<file path="config.mk">
export PLATFORM = sky130hd
export DESIGN_NAME = tk1_spi_master_param
export DESIGN_NICKNAME = d
export VERILOG_FILES = /design/src/rtl/tk1_spi_pkg.sv /design/src/rtl/tk1_spi_clk_div.sv /design/src/rtl/tk1_spi_master_param.sv
export SDC_FILE = /design/constraint.sdc
export NUM_CORES = 1
export LEC_CHECK = 0
export CAP_MARGIN = 20
export CELL_PAD_IN_SITES_DETAIL_PLACEMENT = 1
export CELL_PAD_IN_SITES_GLOBAL_PLACEMENT = 1
export CORE_MARGIN = 2
export CORE_UTILIZATION = 35
export DETAILED_ROUTE_END_ITERATION = 8
export MAX_ROUTING_LAYER = met4
export PLACE_DENSITY_LB_ADDON = 0.2
export SYNTH_ARGS = -nofsm -noshare
export SYNTH_HDL_FRONTEND = slang
export SYNTH_HIERARCHICAL = 1
export SYNTH_SLANG_ARGS = --single-unit
</file>
<file path="constraint.sdc">
create_clock -name clk -period 2.47 [get_ports clk]
set_input_delay 0.741 -clock clk [delete_from_list [all_inputs] [get_ports clk]]
set_output_delay 0.741 -clock clk [all_outputs]
set_load 0.01 [all_outputs]
</file>
<file path="src/rtl/tk1_spi_pkg.sv">
// Shared definitions for the tk1 SPI master: defaults, FSM encoding, SPI mode constants.
package tk1_spi_pkg;

    localparam int TK1_SPI_DEF_DATA_WIDTH = 8;
    localparam int TK1_SPI_DEF_NUM_CS     = 1;
    localparam int TK1_SPI_DEF_DIV_WIDTH  = 8;

    localparam logic [1:0] ST_IDLE  = 2'd0;
    localparam logic [1:0] ST_LEAD  = 2'd1;
    localparam logic [1:0] ST_TRAIL = 2'd2;
    localparam logic [1:0] ST_DONE  = 2'd3;

    // SPI modes encoded as {cpol, cpha}
    localparam logic [1:0] SPI_MODE0 = 2'b00;
    localparam logic [1:0] SPI_MODE1 = 2'b01;
    localparam logic [1:0] SPI_MODE2 = 2'b10;
    localparam logic [1:0] SPI_MODE3 = 2'b11;

    typedef struct packed {
        logic cpol;
        logic cpha;
        logic lsb_first;
    } spi_cfg_t;

    localparam spi_cfg_t SPI_CFG_RESET = '{cpol: 1'b0, cpha: 1'b0, lsb_first: 1'b0};

    function automatic logic [1:0] spi_mode(input spi_cfg_t cfg);
        return {cfg.cpol, cfg.cpha};
    endfunction

endpackage

</file>
<file path="src/rtl/tk1_spi_clk_div.sv">
// Half-period counter: counts 0..div and reloads; tick marks the last count of each half period.
module tk1_spi_clk_div
    import tk1_spi_pkg::*;
#(
    parameter int DIV_WIDTH = TK1_SPI_DEF_DIV_WIDTH
) (
    input  logic                 clk,
    input  logic                 reset,
    input  logic                 load,
    input  logic [DIV_WIDTH-1:0] div,
    output logic                 tick
);

    logic [DIV_WIDTH-1:0] cnt;

    assign tick = (cnt == div);

    // Restart the half period on load, otherwise wrap at div
    always_ff @(posedge clk or posedge reset) begin
        if (reset) begin
            cnt <= '0;
        end else if (load || (cnt == div)) begin
            cnt <= '0;
        end else begin
            cnt <= cnt + 1'b1;
        end
    end

endmodule

</file>
<file path="src/rtl/tk1_spi_master_param.sv">
// Parameterised SPI master: one word per start, CPOL/CPHA/bit order/divider latched per transfer.
module tk1_spi_master_param
    import tk1_spi_pkg::*;
#(
    parameter int DATA_WIDTH = TK1_SPI_DEF_DATA_WIDTH,
    parameter int NUM_CS     = TK1_SPI_DEF_NUM_CS,
    parameter int DIV_WIDTH  = TK1_SPI_DEF_DIV_WIDTH
) (
    input  logic                  clk,
    input  logic                  reset,
    output logic [NUM_CS-1:0]     spi_ss,
    output logic                  spi_sck,
    output logic                  spi_mosi,
    input  logic                  spi_miso,
    input  logic                  spi_enable,
    input  logic                  spi_enable_vld,
    input  logic [2:0]            spi_cs_sel,
    input  logic                  spi_cpol,
    input  logic                  spi_cpha,
    input  logic                  spi_lsb_first,
    input  logic [DIV_WIDTH-1:0]  spi_clk_div,
    input  logic                  spi_start,
    input  logic [DATA_WIDTH-1:0] spi_tx_data,
    input  logic                  spi_tx_data_vld,
    output logic [DATA_WIDTH-1:0] spi_rx_data,
    output logic                  spi_rx_vld,
    output logic                  spi_ready
);

    localparam int                EDGE_W     = $clog2(2 * DATA_WIDTH + 1);
    localparam logic [EDGE_W-1:0] LAST_EDGE  = EDGE_W'(2 * DATA_WIDTH);
    localparam logic [EDGE_W-1:0] FIRST_EDGE = EDGE_W'(1);

    logic [1:0]            state;
    spi_cfg_t              cfg;
    logic [DIV_WIDTH-1:0]  cfg_div;
    logic [DATA_WIDTH-1:0] tx_sr;
    logic [DATA_WIDTH-1:0] rx_sr;
    logic [EDGE_W-1:0]     edge_cnt;
    logic [EDGE_W-1:0]     edge_num;
    logic [NUM_CS-1:0]     ss_next;
    logic                  tick;
    logic                  accept;
    logic                  lead_tick;
    logic                  trail_tick;
    logic                  first_edge;
    logic                  last_edge;
    logic                  sample_on_trail;
    logic                  shift_tx;
    logic                  sample_rx;
    logic                  mosi_lsb;

    function automatic logic [DATA_WIDTH-1:0] shift_out(input logic [DATA_WIDTH-1:0] sr,
                                                        input logic lsb);
        return lsb ? (sr >> 1) : (sr << 1);
    endfunction

    function automatic logic [DATA_WIDTH-1:0] shift_in(input logic [DATA_WIDTH-1:0] sr,
                                                       input logic bit_in, input logic lsb);
        return lsb ? {bit_in, sr[DATA_WIDTH-1:1]} : {sr[DATA_WIDTH-2:0], bit_in};
    endfunction

    tk1_spi_clk_div #(
        .DIV_WIDTH (DIV_WIDTH)
    ) u_clk_div (
        .clk   (clk),
        .reset (reset),
        .load  (accept),
        .div   (cfg_div),
        .tick  (tick)
    );

    assign spi_ready  = (state == ST_IDLE);
    assign accept     = spi_start && spi_ready;
    assign lead_tick  = tick && (state == ST_LEAD);
    assign trail_tick = tick && (state == ST_TRAIL);
    assign edge_num   = edge_cnt + FIRST_EDGE;
    assign first_edge = (edge_num == FIRST_EDGE);
    assign last_edge  = (edge_num == LAST_EDGE);

    // Data is sampled on the leading edge in modes 0/2 and on the trailing edge in modes 1/3
    always_comb begin
        sample_on_trail = 1'b0;
        case (spi_mode(cfg))
            SPI_MODE1, SPI_MODE3: sample_on_trail = 1'b1;
            SPI_MODE0, SPI_MODE2: sample_on_trail = 1'b0;
            default:              sample_on_trail = 1'b0;
        endcase
    end

    // The first bit is already on MOSI before edge 1, so the shift on the opposite edge skips one end
    assign shift_tx  = sample_on_trail ? (lead_tick && !first_edge) : (trail_tick && !last_edge);
    assign sample_rx = sample_on_trail ? trail_tick : lead_tick;

    // While idle MOSI follows the live bit order so the first bit is valid as soon as data is loaded
    assign mosi_lsb = spi_ready ? spi_lsb_first : cfg.lsb_first;
    assign spi_mosi = mosi_lsb ? tx_sr[0] : tx_sr[DATA_WIDTH-1];

    // Transfer sequencing: alternate LEAD/TRAIL on each divider tick until the last edge
    always_ff @(posedge clk or posedge reset) begin
        if (reset) begin
            state    <= ST_IDLE;
            edge_cnt <= '0;
        end else begin
            case (state)
                ST_IDLE: begin
                    if (spi_start) begin
                        state    <= ST_LEAD;
                        edge_cnt <= '0;
                    end
                end
                ST_LEAD: begin
                    if (tick) begin
                        state    <= ST_TRAIL;
                        edge_cnt <= edge_num;
                    end
                end
                ST_TRAIL: begin
                    if (tick) begin
                        edge_cnt <= edge_num;
                        state    <= last_edge ? ST_DONE : ST_LEAD;
                    end
                end
                ST_DONE:  state <= ST_IDLE;
                default:  state <= ST_IDLE;
            endcase
        end
    end

    // SCK idles at the registered CPOL and toggles once per divider tick while busy
    always_ff @(posedge clk or posedge reset) begin
        if (reset) begin
            spi_sck <= 1'b0;
        end else if (state == ST_IDLE) begin
            spi_sck <= spi_cpol;
        end else if (lead_tick || trail_tick) begin
            spi_sck <= ~spi_sck;
        end else if (state == ST_DONE) begin
            spi_sck <= cfg.cpol;
        end
    end

    // Latch the transfer configuration at the accepted start
    always_ff @(posedge clk or posedge reset) begin
        if (reset) begin
            cfg     <= SPI_CFG_RESET;
            cfg_div <= '0;
        end else if (accept) begin
            cfg     <= '{cpol: spi_cpol, cpha: spi_cpha, lsb_first: spi_lsb_first};
            cfg_div <= spi_clk_div;
        end
    end

    // Transmit shift register: loads only while idle, shifts on the non-sampling edges
    always_ff @(posedge clk or posedge reset) begin
        if (reset) begin
            tx_sr <= '0;
        end else if (spi_ready && spi_tx_data_vld) begin
            tx_sr <= spi_tx_data;
        end else if (shift_tx) begin
            tx_sr <= shift_out(tx_sr, cfg.lsb_first);
        end
    end

    // Receive shadow register collects MISO on the sampling edges
    always_ff @(posedge clk or posedge reset) begin
        if (reset) begin
            rx_sr <= '0;
        end else if (sample_rx) begin
            rx_sr <= shift_in(rx_sr, spi_miso, cfg.lsb_first);
        end
    end

    // Publish the received word and pulse valid only when a transfer completes
    always_ff @(posedge clk or posedge reset) begin
        if (reset) begin
            spi_rx_data <= '0;
            spi_rx_vld  <= 1'b0;
        end else begin
            spi_rx_vld <= (state == ST_DONE);
            if (state == ST_DONE) begin
                spi_rx_data <= rx_sr;
            end
        end
    end

    // Decode a chip-select write: out-of-range index or disable deselects everything
    always_comb begin
        ss_next = '1;
        for (int i = 0; i < NUM_CS; i++) begin
            if (spi_enable && (32'(spi_cs_sel) == i)) begin
                ss_next[i] = 1'b0;
            end
        end
    end

    // Chip selects change only on a write strobe while idle
    always_ff @(posedge clk or posedge reset) begin
        if (reset) begin
            spi_ss <= '1;
        end else if (spi_ready && spi_enable_vld) begin
            spi_ss <= ss_next;
        end
    end

endmodule

</file>
### After elaboration in Yosys (flattened, before gate mapping)

Index checks and enable logic that the tools add are counted.

* output and inout port bits: 13
* input port bits: 29
* register bits: 53
* logic and storage cells: 74

* bitwise operators: 1
* reduce and logical (&&, ||, !) cells: 23
* add/subtract/negate cells: 2
* equal/unequal tests: 13
* muxes and demuxes: 22

Operators by type and width (count)
* $mux 8: 5
* $mux 5: 2
* $pmux 5 s2: 1
* $add 8x1->8 const B: 1
* $eq 2x2->1 const B: 4
* $eq 8x8->1: 1
* $logic_and 1x1->1: 8
* $mux 1: 8
* $mux 2: 4
* $pmux 2 s4: 1
* $ne 2x2->1 const B: 3
* $reduce_and 3->1: 2
* $reduce_or 2->1: 3
* $add 5x1->5 const B: 1
* $eq 5x1->1 const B: 1
* $eq 5x5->1 const B: 1
* $eq 2x1->1 const B: 2
* $logic_not 2->1: 2
* $reduce_bool 2->1: 2
* $logic_not 3->1: 1
* $reduce_bool 3->1: 1
* $logic_not 1->1: 2
* $logic_or 1x1->1: 2
* $ne 2x1->1 const B: 1
* other kinds (2): 2

### Depth between registers and ports, before layout

Gate-level depths: netlist (run 1).

* depth in word-level cells: 7
* mapped depth: 9
* mapped depth without buffers: 7

### By module

The synthesis (run 1) kept the hierarchy.

Modules (own cells, without submodules)
* tk1_spi_master_param: cells an instance 209, area each 2314.7 µm², times used 1
* tk1_spi_clk_div: cells an instance 47, area each 511.7 µm², times used 1

### Least setup slack after synthesis (run 1)

No wires, ideal clock.

* path type: reg-to-reg
* start: reg u_clk_div.cnt[2]
* end: reg tx_sr[0]
* slack: 183 ps
* required time: 2345 ps
* setup time: 125 ps
* path buffers: 1
* cell stages (with the launch flop): 8
* arrival: 2162 ps
* path through: dfrtp_1 > buf_6 > xor2_1 > nor4_4 > and2_1 > nand2_1 > o311ai_4 > mux2_2

* word-level cells in the longest chain between the ends: 5
* elaborated cells between the ends (all ways): 7
* those cells by class: eq/ne (1); mux (1); reduce/logical (5)

Ends and longest elaborated chain
* start: declaration: line tk1_spi_clk_div.sv:14 `logic [DIV_WIDTH-1:0] cnt;`
* start signal: assignment: line tk1_spi_clk_div.sv:25 `cnt <= cnt + 1'b1;`
* $eq 8x8->1 *: line tk1_spi_clk_div.sv:16 `assign tick = (cnt == div);`
* via tick: line tk1_spi_master_param.sv:42 `logic tick;`
* $logic_and 1x1->1, on equally long branches: line tk1_spi_master_param.sv:76, tk1_spi_master_param.sv:75
* $logic_and 1x1->1: line tk1_spi_master_param.sv:92 `assign shift_tx = sample_on_trail ? (lead_tick && !first_edge) : (trail_tick && !last_edge);`
* $mux 1 *: line tk1_spi_master_param.sv:92
* $reduce_bool 2->1 (no line) *
* end signal: assignment: line tk1_spi_master_param.sv:159 `tx_sr <= spi_tx_data;`
* end signal: assignment: line tk1_spi_master_param.sv:161 `tx_sr <= shift_out(tx_sr, cfg.lsb_first);`
* end: declaration: line tk1_spi_master_param.sv:37 `logic [DATA_WIDTH-1:0] tx_sr;`

The timed path passes the listed nets; every way through them passes the cells marked *.
A chain may end at the register's enable or synchronous reset.

### Worst setup path in the final report (run 1)

* start: reg state[1]
* end: out spi_mosi

* word-level cells in the longest chain between the ends: 3

Ends and longest elaborated chain
* start: declaration: line tk1_spi_master_param.sv:34 `logic [1:0] state;`
* start signal: assignment: line tk1_spi_master_param.sv:121 `state <= last_edge ? ST_DONE : ST_LEAD;`
* $logic_not 2->1: line tk1_spi_master_param.sv:73 `assign spi_ready = (state == ST_IDLE);`
* $mux 1: line tk1_spi_master_param.sv:96 `assign mosi_lsb = spi_ready ? spi_lsb_first : cfg.lsb_first;`
* $mux 1: line tk1_spi_master_param.sv:97 `assign spi_mosi = mosi_lsb ? tx_sr[0] : tx_sr[DATA_WIDTH-1];`
* end: declaration: line tk1_spi_master_param.sv:13 `output logic spi_mosi,`

No other way between the ends.

==> results of run 1 <==
[worst max path at each step]
stage	start	endpoint	slack [ns]	cells after the start
floorplan	u_clk_div/cnt[2]	tx_sr[0]	0.18	7
finish	state[1]	spi_mosi	0.09	5
global route	state[0]	spi_mosi	0.02	5
detailed placement	spi_lsb_first	spi_mosi	-0.42	4
global placement	spi_lsb_first	spi_mosi	-0.39	4
CTS	state[0]	spi_mosi	0.02	5
[layer usage]
layer	vias to the layer above	routed length, um
met1	981	2870
met2	27	2990
met4	0	53
li1	1015	-
met3	5	147
met5	-	0
[where the power goes]
group	switching, W	total (W)	internal [W]	leakage [nW]
Clock	0.000313	0.000526	0.000213	0.0506
Combinational	0.000843	0.00174	0.000897	0.818
Sequential	0.000248	0.00141	0.00116	0.658
Total	0.00140	0.00368	0.00227	1.53
[cell families after synthesis]
family | share of synthesized area
compound gates | 0.122
xor+xnor | 0.0341
fa+ha+maj | 0.0354
buf+inv | 0.0398
flops | 0.470
mux | 0.180
simple gates | 0.119
[sequential cells by signal, summed over array words and instances, names as in the netlist]
register,cells
cfg,3
cfg_div,8
edge_cnt,5
rx_sr,8
spi_rx_data,8
spi_rx_vld,1
spi_sck,1
spi_ss,1
state,2
tx_sr,8
u_clk_div/cnt,8
[cells in the final DEF, fill, tap and decap left out, drive strengths merged, types with 2 or more instances in the layout]
cell,instances
mux2i,17
nand3,9
buf,16
clkdlybuf4s50,38
clkbuf,5
a211oi,5
mux2,30
o21ai,19
dlygate4sd2,2
ha,8
nor2,9
nor4,2
inv,12
nand2,23
nor3,3
a21oi,13
dfrtp,52
nand3b,2
a221oi,3
and2,2
a31oi,2
nand4,3
a22o,3
or3,3
xor2,10
[what timing repair did]
| action | in CTS | in global routing |
|---|---|---|
| hold endpoints to repair | 0 | 0 |
| pin swaps | 0 | 1 |
| gates cloned | 0 | 0 |
| setup endpoints to repair | 2 | 1 |
| resized for setup | 9 | 3 |
| setup buffers | 0 | 0 |
[final cells by class]
class | instances | area [um^2] | share of cell area
inverters | 10 | 37.5 | 0.0106
flip-flops and latches | 53 | 1330 | 0.376
repair buffers | 56 | 538 | 0.152
clock buffers | 5 | 68.8 | 0.0195
clock inverters | 3 | 28.8 | 0.00814
multi-input cells | 180 | 1410 | 0.398
well taps | 102 | 128 | 0.0361
[cell usage after synthesis (2+ instances only)]
cell type / count / area [um^2]
and2_1: 2 / 12.5
clkbuf_1: 6 / 22.5
nand4_1: 3 / 18.8
nand2_1: 23 / 86.3
a21oi_1: 13 / 65.1
nand3b_1: 2 / 15.0
nor2_1: 9 / 33.8
inv_1: 10 / 37.5
nor3_1: 3 / 15.0
o21ai_0: 19 / 95.1
nand3_1: 8 / 40.0
dfrtp_1: 52 / 1300
ha_1: 8 / 100
a31oi_1: 2 / 12.5
mux2_2: 30 / 338
or3_1: 3 / 18.8
buf_6: 3 / 33.8
mux2i_1: 17 / 170
a221oi_1: 3 / 26.3
a211oi_1: 5 / 37.5
nor4_4: 2 / 42.5
xor2_1: 10 / 87.6
a22o_1: 3 / 26.3
buf_2: 2 / 10.0
[stage by stage]
stage               setup TNS [ns]  instance area (um^2)
finish                           0                  3530
global route                     0                  3530
CTS                              0                  3520
detailed placement          -0.419                  3410
global placement            -0.388                  3410
floorplan                        0                  2830
==> flow_metrics.tcl, run 1 <==
set metrics [dict create \
    holdBufCountCts 0 \
    core.rowCount 32 \
    drt_iter0_markers 35 \
    root_buffer "clkbuf_8" \
    synth_seq_area_share 0.470 \
    slew_viol_final 0 \
    cp.required_ns 1.73 \
    ios 42 \
    syn-cell-area_um2 2830 \
    fin_cells 409 \
    grt_pass1_wl_um 10600 \
    critPathKind "register to output port" \
    synth-edff-count 0 \
    yosysWarnings 6 \
    avgSynthCellArea_um2 11.0 \
    grt_max_degree 46 \
    use_met1 0.201 \
    path_clk_slew_ns 0.11 \
    areaGrowthSynthToFinish_pct 25.1 \
    finalClockSkew_ns 0.00900 \
    whs_path_depth 1 \
    grtUsageMet2 0.257 \
    drc_errors 0 \
    die_height_um 93.9 \
    synth_seq_cells 53 \
    pre_cts_slack_ns -0.419 \
    worstMarginPinSlew_ns 0.506 \
    layout_min_cycle_time_ns 2.38 \
    finalCritPeriodShare 0.963 \
    start_util 0.364 \
    io_buffers 41 \
    max_stage_delay_ns 0.40 \
    antenna_found_initial 0 \
    post-place-cells 401 \
    grt_busiest_layer "met2" \
    ys.flop_type "dfrtp_1" \
    critPathTopFamily "multiplexers" \
    routedWlPerCell_um 14.8 \
    setup_viol 0 \
    drive_gt1_frac 0.205 \
    setup_slack_ns 0.0908 \
    dieArea_um2 8810 \
    min_from "spi_rx_data[2]" \
    wl_um 6060 \
    fmax_ghz 0.420 \
    maxCapViolations 0 \
    vdd_drop_max_uv 472 \
    dr.pass1.iters 4 \
    grt_setup_unrepaired "no" \
    finalHoldViolations 0 \
    fin_util 0.455 \
    timing.rr.end "tx_sr[5]" \
    synthArstFlopShare 1.00 \
    cp-end-kind "output port" \
    cp.arrival_ns 1.64 \
    cts_tree "done" \
    gp_congestion 0.798 \
    r2r_slack_ns 0.20 \
    r2r_cells 6 \
    dieWidth_um 93.9 \
    clock_path_buffers 2 \
    final_nets 343 \
    cp_max_fo 2 \
    cts_htree_levels 2 \
    hpwl_um 4380 \
    p_per_area_nw_per_um2 1040 \
    status "completed" \
    drt.antenna.violating_nets 0 \
    slew_headroom 0.659 \
    syn_nets 293 \
    grt_usage 0.154 \
    grt_util_met3 0.0209 \
    path_buf_inv 2 \
    viasPerCell 4.96 \
    power.leakage_nw 1.53 \
    worst_path_max_delay_cell "dfrtp_1" \
    clock_latency_ns 0.31 \
    clock-sinks 53 \
    cts_buffers 5 \
    r2r_start "u_clk_div/cnt[4]" \
    num_antenna_cells 0 \
    crit_chain "inv_1 -> ha_4 -> mux2i_2 -> mux2_4 -> buf_6" \
    start_kind "register" \
    power.total_w 0.00368 \
    synth_cell_type_count 42 \
    core_area_um2 7770 \
    hold_path_end "spi_rx_data[2]" \
    gr-total-overflow 0 \
    fin_worst_hold_slack_ns 0.516 \
    syn_inst 256 \
    hold_path.class "register to register" \
    fillers 868 \
    grt_pass1_vias 2219 \
    dr_total_vias 2028 \
]
Power figures use the tool's default switching activity.
==> run 2, diff against run 1 <==
- PLACE_DENSITY: not set -> 0.69
- PLACE_DENSITY_LB_ADDON: 0.2 -> not set
==> flow_metrics.tcl, run 2 (synthesis gave the netlist of run 1 again) <==
set metrics [dict create \
    die_height_um 93.9 \
    setup_viol 0 \
    cp-end-kind "output port" \
    clock-sinks 53 \
    cp_max_fo 2 \
    antenna_found_initial 0 \
    fin_util 0.450 \
    finalClockSkew_ns 0.0117 \
    ios 42 \
    dieWidth_um 93.9 \
    cp.arrival_ns 1.64 \
    root_buffer "clkbuf_8" \
    finalCritPeriodShare 0.962 \
    pre_cts_slack_ns -0.477 \
    dieArea_um2 8810 \
    fmax_ghz 0.421 \
    path_clk_slew_ns 0.11 \
    maxCapViolations 0 \
    setup_slack_ns 0.0936 \
    multi_input_area_um2 1410 \
    cts_buffers 5 \
    slew_headroom 0.656 \
    p_int_w 0.00223 \
    max_stage_delay_ns 0.32 \
    core.rowCount 32 \
    hold_path.class "register to register" \
    cts_htree_levels 2 \
    routedWlPerCell_um 15.9 \
    core_area_um2 7770 \
    final_common_cell "dfrtp_1" \
    start_util 0.364 \
    clock_path_buffers 2 \
    io_buffers 41 \
    cp.required_ns 1.73 \
    finalHoldViolations 0 \
    final_cell_mix "dfrtp_1, clkdlybuf4s50_1, mux2_2" \
    p_sw_w 0.00141 \
    vdd_drop_max_uv 390 \
    p_per_area_nw_per_um2 1040 \
    crit_chain "dlygate4sd2_1 -> mux2i_2 -> mux2_4 -> buf_2" \
    r2r_slack_ns 0.16 \
    drt.antenna.violating_nets 0 \
    power_frac_comb 0.463 \
    worst_path_max_delay_cell "mux2_4" \
    holdBufCountCts 0 \
    critPathKind "input port to output port" \
    grt_usage 0.161 \
    layout_min_cycle_time_ns 2.38 \
    dr.pass1.iters 4 \
    drive_gt1_frac 0.204 \
    clock_power_share 0.142 \
    final_nets 340 \
    grt_pass1_wl_um 10800 \
    fillers 883 \
    swShare 0.387 \
    drc_errors 0 \
    worstMarginPinSlew_ns 0.514 \
    power.leakage_nw 1.50 \
    grt_pass1_vias 2198 \
    areaGrowthSynthToFinish_pct 23.8 \
    viasPerCell 5.11 \
    layout.area.seq_um2 1330 \
    hpwl_um 4790 \
    clock_latency_ns 0.32 \
    grt_max_degree 35 \
    slew_viol_final 0 \
    status "completed" \
    wl_um 6450 \
    start_kind "input port" \
    num_antenna_cells 0 \
    drt_iter0_markers 88 \
    gp_congestion 0.810 \
    gr-total-overflow 0 \
    dr_total_vias 2076 \
    grt_setup_unrepaired "no" \
    power_frac_seq 0.395 \
    cts_tree "done" \
]
-- run 2: path summary, 6_finish.rpt --
| path | start | endpoint | depth (start not counted) |
|---|---|---|---|
| setup reg to reg | u_clk_div/cnt[4] | tx_sr[0] | 6 |
| hold reg to reg | spi_rx_data[3] | spi_rx_data[3] | 1 |
| setup / recovery | spi_lsb_first | spi_mosi | 4 |
| hold / removal | spi_rx_data[3] | spi_rx_data[3] | 1 |
| min in group asynchronous | reset | cfg_div[5] | 2 |
| max in group asynchronous | reset | spi_rx_vld | 3 |
-- run 2: what timing repair did --
item	4_1_cts	5_1_grt
setup buffers	0	0
gates resized for setup	8	4
pin swaps	0	2
setup endpoints to repair	2	3
-- run 2: stage by stage --
stage	cell area, um^2	std cells	power (W)	hold slack (ns)	TNS [ns]
6_report	3500	406	0.00363	0.517	0
5_1_grt	3500	406	0.00393	0.541	0
4_1_cts	3480	406	0.00367	0.523	0
3_5_place_dp	3390	398	0.00315	0.496	-0.477
3_3_place_gp	3390	398	0.00308	0.494	-0.472
2_1_floorplan	2830	256	0.00258	0.465	0
-- run 2: final cells by class --
class	instances	share of cell area
inverter	10	0.0107
timing repair buffer	53	0.144
sequential	53	0.379
clock inverter	3	0.00715
tap	102	0.0365
clock buffer	5	0.0197
multi-input combinational	180	0.402
-- run 2: power groups by stage --
stage	combinational [W]	sequential [W]	clock, W
5_1_grt	0.00188	0.00148	0.000568
4_1_cts	0.00169	0.00144	0.000542
3_3_place_gp	0.00165	0.00144	0
6_report	0.00168	0.00143	0.000516
2_1_floorplan	0.00119	0.00139	0
3_5_place_dp	0.00169	0.00145	0
-- run 2: critical path, delay by kind of cell --
family | cells | cell delay (ns)
mux | 2 | 0.49
buf+inv | 2 | 0.40
-- run 2: metal layers --
layer | share of wire | wire length [um] | track usage | vias up
li1 | - | - | - | 1009
met1 | 0.45 | 2910 | 0.194 | 1027
met2 | 0.50 | 3250 | 0.272 | 32
met3 | 0.032 | 207 | 0.0321 | 8
met4 | 0.013 | 83 | 0.0495 | 0
met5 | 0 | 0 | - | -
